===== config.mk =====
export PLATFORM = sky130hd
export DESIGN_NAME = cla_sub_seq
export DESIGN_NICKNAME = d
export VERILOG_FILES = /design/src/rtl/cla_pkg.sv /design/src/rtl/cla_slice.sv /design/src/rtl/cla_sub_seq.sv
export SDC_FILE = /design/constraint.sdc
export NUM_CORES = 1
export LEC_CHECK = 0
export BUFFER_PORTS_ARGS = -buffer_cell sky130_fd_sc_hd__clkbuf_2
export CORE_MARGIN = 5
export CORE_UTILIZATION = 45
export DETAILED_ROUTE_END_ITERATION = 8
export GPL_ROUTABILITY_DRIVEN = 0
export PLACE_DENSITY = 0.71
export SYNTH_ARGS = -nofsm -noshare
export SYNTH_HDL_FRONTEND = slang
export SYNTH_SLANG_ARGS = --single-unit

===== constraint.sdc =====
create_clock -name clk -period 4.3 [get_ports clk]
set_input_delay 0.86 -clock clk [delete_from_list [all_inputs] [get_ports clk]]
set_output_delay 0.86 -clock clk [all_outputs]
set_load 0.005 [all_outputs]

===== src/rtl/cla_pkg.sv =====
// Shared constants for the iterative carry-lookahead subtractor: state encoding,
// default operand/slice widths and the slice-count derivation.
package cla_pkg;

  typedef logic [1:0] state_t;

  localparam state_t ST_IDLE = 2'd0;
  localparam state_t ST_CALC = 2'd1;
  localparam state_t ST_DONE = 2'd2;

  localparam int DEF_WIDTH = 32;
  localparam int DEF_CHUNK = 8;

  function automatic int nchunk(input int width, input int chunk);
    return width / chunk;
  endfunction

endpackage


===== src/rtl/cla_slice.sv =====
// Combinational CHUNK-bit carry-lookahead adder slice; zero latency, no flow control.
module cla_slice
  import cla_pkg::*;
#(
  parameter int CHUNK = DEF_CHUNK
) (
  input  logic [CHUNK-1:0] a,
  input  logic [CHUNK-1:0] b,
  input  logic             cin,
  output logic [CHUNK-1:0] sum,
  output logic             cout
);

  logic [CHUNK-1:0] g;
  logic [CHUNK-1:0] p;
  logic [CHUNK:0]   c;

  assign g = a & b;
  assign p = a ^ b;

  // Generate/propagate recurrence; synthesis flattens this into lookahead terms.
  always_comb begin
    c    = '0;
    c[0] = cin;
    for (int i = 0; i < CHUNK; i++) begin
      c[i+1] = g[i] | (p[i] & c[i]);
    end
  end

  assign sum  = p ^ c[CHUNK-1:0];
  assign cout = c[CHUNK];

endmodule


===== src/rtl/cla_sub_seq.sv =====
// Iterative A-B, one CHUNK slice per cycle: out_valid NCHUNK cycles after acceptance, result
// held in DONE until out_ready; no overlap. Optional ovf output under CLA_SUB_OVF_EN.
module cla_sub_seq
  import cla_pkg::*;
#(
  parameter int WIDTH = DEF_WIDTH,
  parameter int CHUNK = DEF_CHUNK
) (
  input  logic             clk,
  input  logic             rst_n,
  input  logic             in_valid,
  output logic             in_ready,
  input  logic [WIDTH-1:0] A,
  input  logic [WIDTH-1:0] B,
  output logic             out_valid,
  input  logic             out_ready,
  output logic [WIDTH-1:0] Diff,
  output logic             borrow,
  output logic             busy
`ifdef CLA_SUB_OVF_EN
  ,
  output logic             ovf
`endif
);

  localparam int NCHUNK = nchunk(WIDTH, CHUNK);
  localparam int IDXW   = (NCHUNK > 1) ? $clog2(NCHUNK) : 1;
  localparam logic [IDXW-1:0] LAST_IDX = IDXW'(NCHUNK - 1);

  state_t           state_q;
  state_t           state_d;
  logic [WIDTH-1:0] a_q;
  logic [WIDTH-1:0] b_q;
  logic [IDXW-1:0]  idx_q;
  logic             carry_q;

  logic [CHUNK-1:0] a_sl;
  logic [CHUNK-1:0] b_sl;
  logic [CHUNK-1:0] d_sl;
  logic             c_out;
  logic             accept;
  logic             last;

  assign a_sl   = a_q[int'(idx_q)*CHUNK +: CHUNK];
  assign b_sl   = b_q[int'(idx_q)*CHUNK +: CHUNK];
  assign accept = in_valid && in_ready;
  assign last   = (idx_q == LAST_IDX);

  // Subtraction as a + ~b + 1: the initial carry of 1 supplies the two's-complement increment.
  cla_slice #(.CHUNK(CHUNK)) u_slice (
    .a    (a_sl),
    .b    (~b_sl),
    .cin  (carry_q),
    .sum  (d_sl),
    .cout (c_out)
  );

  always_ff @(posedge clk or negedge rst_n) begin
    if (!rst_n) begin
      state_q <= ST_IDLE;
    end else begin
      state_q <= state_d;
    end
  end

  always_comb begin
    state_d = state_q;
    case (state_q)
      ST_IDLE: if (accept)    state_d = ST_CALC;
      ST_CALC: if (last)      state_d = ST_DONE;
      ST_DONE: if (out_ready) state_d = ST_IDLE;
      default:                state_d = ST_IDLE;
    endcase
  end

  always_comb begin
    in_ready  = (state_q == ST_IDLE);
    out_valid = (state_q == ST_DONE);
    busy      = (state_q == ST_CALC) || (state_q == ST_DONE);
  end

  always_ff @(posedge clk or negedge rst_n) begin
    if (!rst_n) begin
      a_q     <= '0;
      b_q     <= '0;
      idx_q   <= '0;
      carry_q <= 1'b1;
      Diff    <= '0;
      borrow  <= 1'b0;
    end else if (state_q == ST_IDLE) begin
      if (accept) begin
        a_q     <= A;
        b_q     <= B;
        idx_q   <= '0;
        carry_q <= 1'b1;
      end
    end else if (state_q == ST_CALC) begin
      Diff[int'(idx_q)*CHUNK +: CHUNK] <= d_sl;
      carry_q <= c_out;
      idx_q   <= idx_q + IDXW'(1);
      if (last) begin
        borrow <= ~c_out;
      end
    end
  end

`ifdef CLA_SUB_OVF_EN
  // The top slice's MSB is Diff[MSB], so overflow is resolved on the same edge as borrow.
  always_ff @(posedge clk or negedge rst_n) begin
    if (!rst_n) begin
      ovf <= 1'b0;
    end else if ((state_q == ST_CALC) && last) begin
      ovf <= (a_q[WIDTH-1] != b_q[WIDTH-1]) && (d_sl[CHUNK-1] != a_q[WIDTH-1]);
    end
  end
`endif

endmodule


==> results_dict.tcl <==
set metrics [dict create \
    netlist_instances 287 \
    min_period_ps 4160 \
    grtUsageTotal 0.162 \
    syn_avg_cell_area_um2 15.9 \
    start_util 0.464 \
    required_ps 4550 \
    cts_num_sinks 102 \
    endpoint_kind "flip-flop" \
    grt-busiest-layer "met2" \
    dp.cells 515 \
    grt_util_met1 0.225 \
    io_pins 104 \
    grt.met3_usage 0.0377 \
    r2r_end "Diff[23]" \
    cap_violations 0 \
    rsz0062_at_grt "no" \
    rows 36 \
    tightest_slew_ps 1020 \
    hold_violations 0 \
    grt_pass1_vias 3056 \
    slew_headroom 0.317 \
    min_path_type "flip-flop to flip-flop" \
    rr_worst_depth 12 \
    cts_buffer_depth 2 \
    detail_route.iter0.violations 125 \
    vias_per_cell 5.19 \
    dp_slack_ps 56.0 \
    slew_violations 0 \
    synth_cell_types 24 \
    grt_max_degree 72 \
    peakVddDrop_v 0.000415 \
    cts_tree "built" \
    p_leak_nw 2.59 \
    drc 0 \
    setup_violations 0 \
    grt-ovfl-total 0 \
    die_y_um 111 \
    clock_latency_ps 360 \
    portBuffers 103 \
    path_class "flip-flop to flip-flop" \
    use_met2 0.254 \
    power_density_nw_per_um2 826 \
    outcome "finished clean" \
    fin_crit_sh 0.968 \
    holdPathStages 1 \
    r2r_start "idx_q[0]" \
    cts.repair.resized 0 \
    fp.dieArea_um2 12300 \
    drive_gt1_frac 0.548 \
    drtAntennaViolNets 0 \
    core-area_um2 9860 \
    htree_num_levels 3 \
    grt_pass1_wl_um 15900 \
    finalSetupTns_ps 0 \
    cts_root_buf "clkbuf_8" \
    postCtsSetupBuffers 0 \
    clk_pin_slew_ps 90 \
    skew_ps 13.0 \
    ys_seq_area_frac 0.558 \
    nets 478 \
    synth_nets 372 \
    worst_slack_ps 138 \
    area_delta_synth_final_pct 18.2 \
    cts_hold_buf 0 \
    hpwl_um 7150 \
    synth_area_um2 4570 \
    reg2reg_slack_ps 140 \
    dr.pass1.iters 4 \
    antenna_cells 0 \
    routed_wl_um 9500 \
    fin_cells 531 \
    worstPathArrival_ps 4410 \
    wire_per_inst_um 17.9 \
    ys_seq_elements 102 \
    yosys_warnings 0 \
    fmax_mhz 240 \
    path_max_fanout 4 \
    vias 2755 \
    min_to "Diff[16]" \
    antenna_found_initial 0 \
    startpoint_type "flip-flop" \
    hp-start "Diff[16]" \
    cts_buffers 9 \
    die-width_um 111 \
]
## cell families after synthesis
group,Yosys count,share of synthesized area
compound gates,36,0.0676
fa+ha+maj,17,0.0596
buf+inv,33,0.0454
flops,102,0.558
mux,84,0.246
simple gates,15,0.0235
## how the worst max path moves through the flow
stage | from | slack, ps | end
6_report | idx_q[0] | 140 | Diff[23]
5_1_grt | idx_q[0] | 4 | Diff[15]
4_1_cts | idx_q[0] | 30 | Diff[23]
3_5_place_dp | idx_q[0] | 60 | Diff[23]
3_3_place_gp | idx_q[0] | 120 | Diff[31]
2_1_floorplan | idx_q[0] | 9 | Diff[15]
## power by group
group	switching [mW]	leakage, nW	internal (mW)	total [mW]
logic	1.08	1.22	1.15	2.23
clock network	0.319	0.103	0.303	0.623
registers	0.229	1.27	1.38	1.61
## worst max-delay path, stage by stage, from the launching register on
cell	delay (ps)
dfrtp_1	430
mux4_2	530
inv_2	70
fa_1	160
inv_1	60
fa_2	340
fa_2	350
fa_2	360
fa_2	350
fa_2	350
fa_2	350
fa_2	490
a22o_1	220
## routing by layer
| metal | share of wire | wire, um |
|---|---|---|
| met1 | 0.45 | 4310 |
| met2 | 0.48 | 4560 |
| met3 | 0.053 | 502 |
| met4 | 0.014 | 134 |
| met5 | 0 | 0 |
## synthesized netlist by cell type
| cell type | instances | area [um2] |
|---|---|---|
| dfrtp_1 | 101 | 2530 |
| mux2_2 | 66 | 743 |
| a22o_1 | 33 | 289 |
| inv_1 | 19 | 71.3 |
| mux4_2 | 16 | 360 |
| ha_1 | 9 | 113 |
| fa_1 | 8 | 160 |
| buf_2 | 5 | 25.0 |
| buf_6 | 5 | 56.3 |
| nand2_1 | 5 | 18.8 |
| clkbuf_8 | 4 | 55.1 |
| and4_1 | 2 | 17.5 |
| mux2i_1 | 2 | 20.0 |
| nand2_2 | 2 | 12.5 |
| a21oi_1 | 1 | 5.00 |
| a222oi_1 | 1 | 10.0 |
| and2b_1 | 1 | 7.51 |
| and4b_1 | 1 | 10.0 |
| dfstp_2 | 1 | 26.3 |
| nor2_1 | 1 | 3.75 |
| nor2b_1 | 1 | 6.26 |
| nor4b_4 | 1 | 23.8 |
| o21ai_0 | 1 | 5.00 |
| or2b_1 | 1 | 7.51 |
## layout make-up
type | instances | area (um2)
clock buffer | 12 | 155
clock inverter | 4 | 55.1
fill | 829 | 4460
inverter | 19 | 71.3
multi-input combinational | 152 | 1830
sequential | 102 | 2550
tap | 133 | 166
timing repair buffer | 109 | 576
## stage by stage
step / hold slack [ps] / power (mW) / cell area, um2 / util
3_3_place_gp: 482 / 3.77 / 5190 / 0.526
4_1_cts: 513 / 4.48 / 5400 / 0.548
6_report: 510 / 4.47 / 5410 / 0.548
3_5_place_dp: 489 / 3.86 / 5190 / 0.526
2_1_floorplan: 474 / 3.19 / 4590 / -
5_1_grt: 527 / 4.81 / 5410 / 0.548
## registers in the layout, summed over array words and instances (netlist names)
signal and flops:
Diff 32, a_q 32, b_q 32, idx_q 2, state_q 2, borrow 1
carry_q 1
## placed cells by master, fill, tap and decap left out, types with 2 or more instances in the layout
cell        n
a22o_1     33
and4_1      2
buf_4       6
clkbuf_2  102
clkbuf_8   11
clkinv_4    2
dfrtp_1   101
fa_2        7
ha_1        9
inv_1      18
mux2_2     66
mux2i_1     2
mux4_2     16
nand2_1     5
nand2_2     2
No activity file was read; power rests on OpenSTA's default activity.
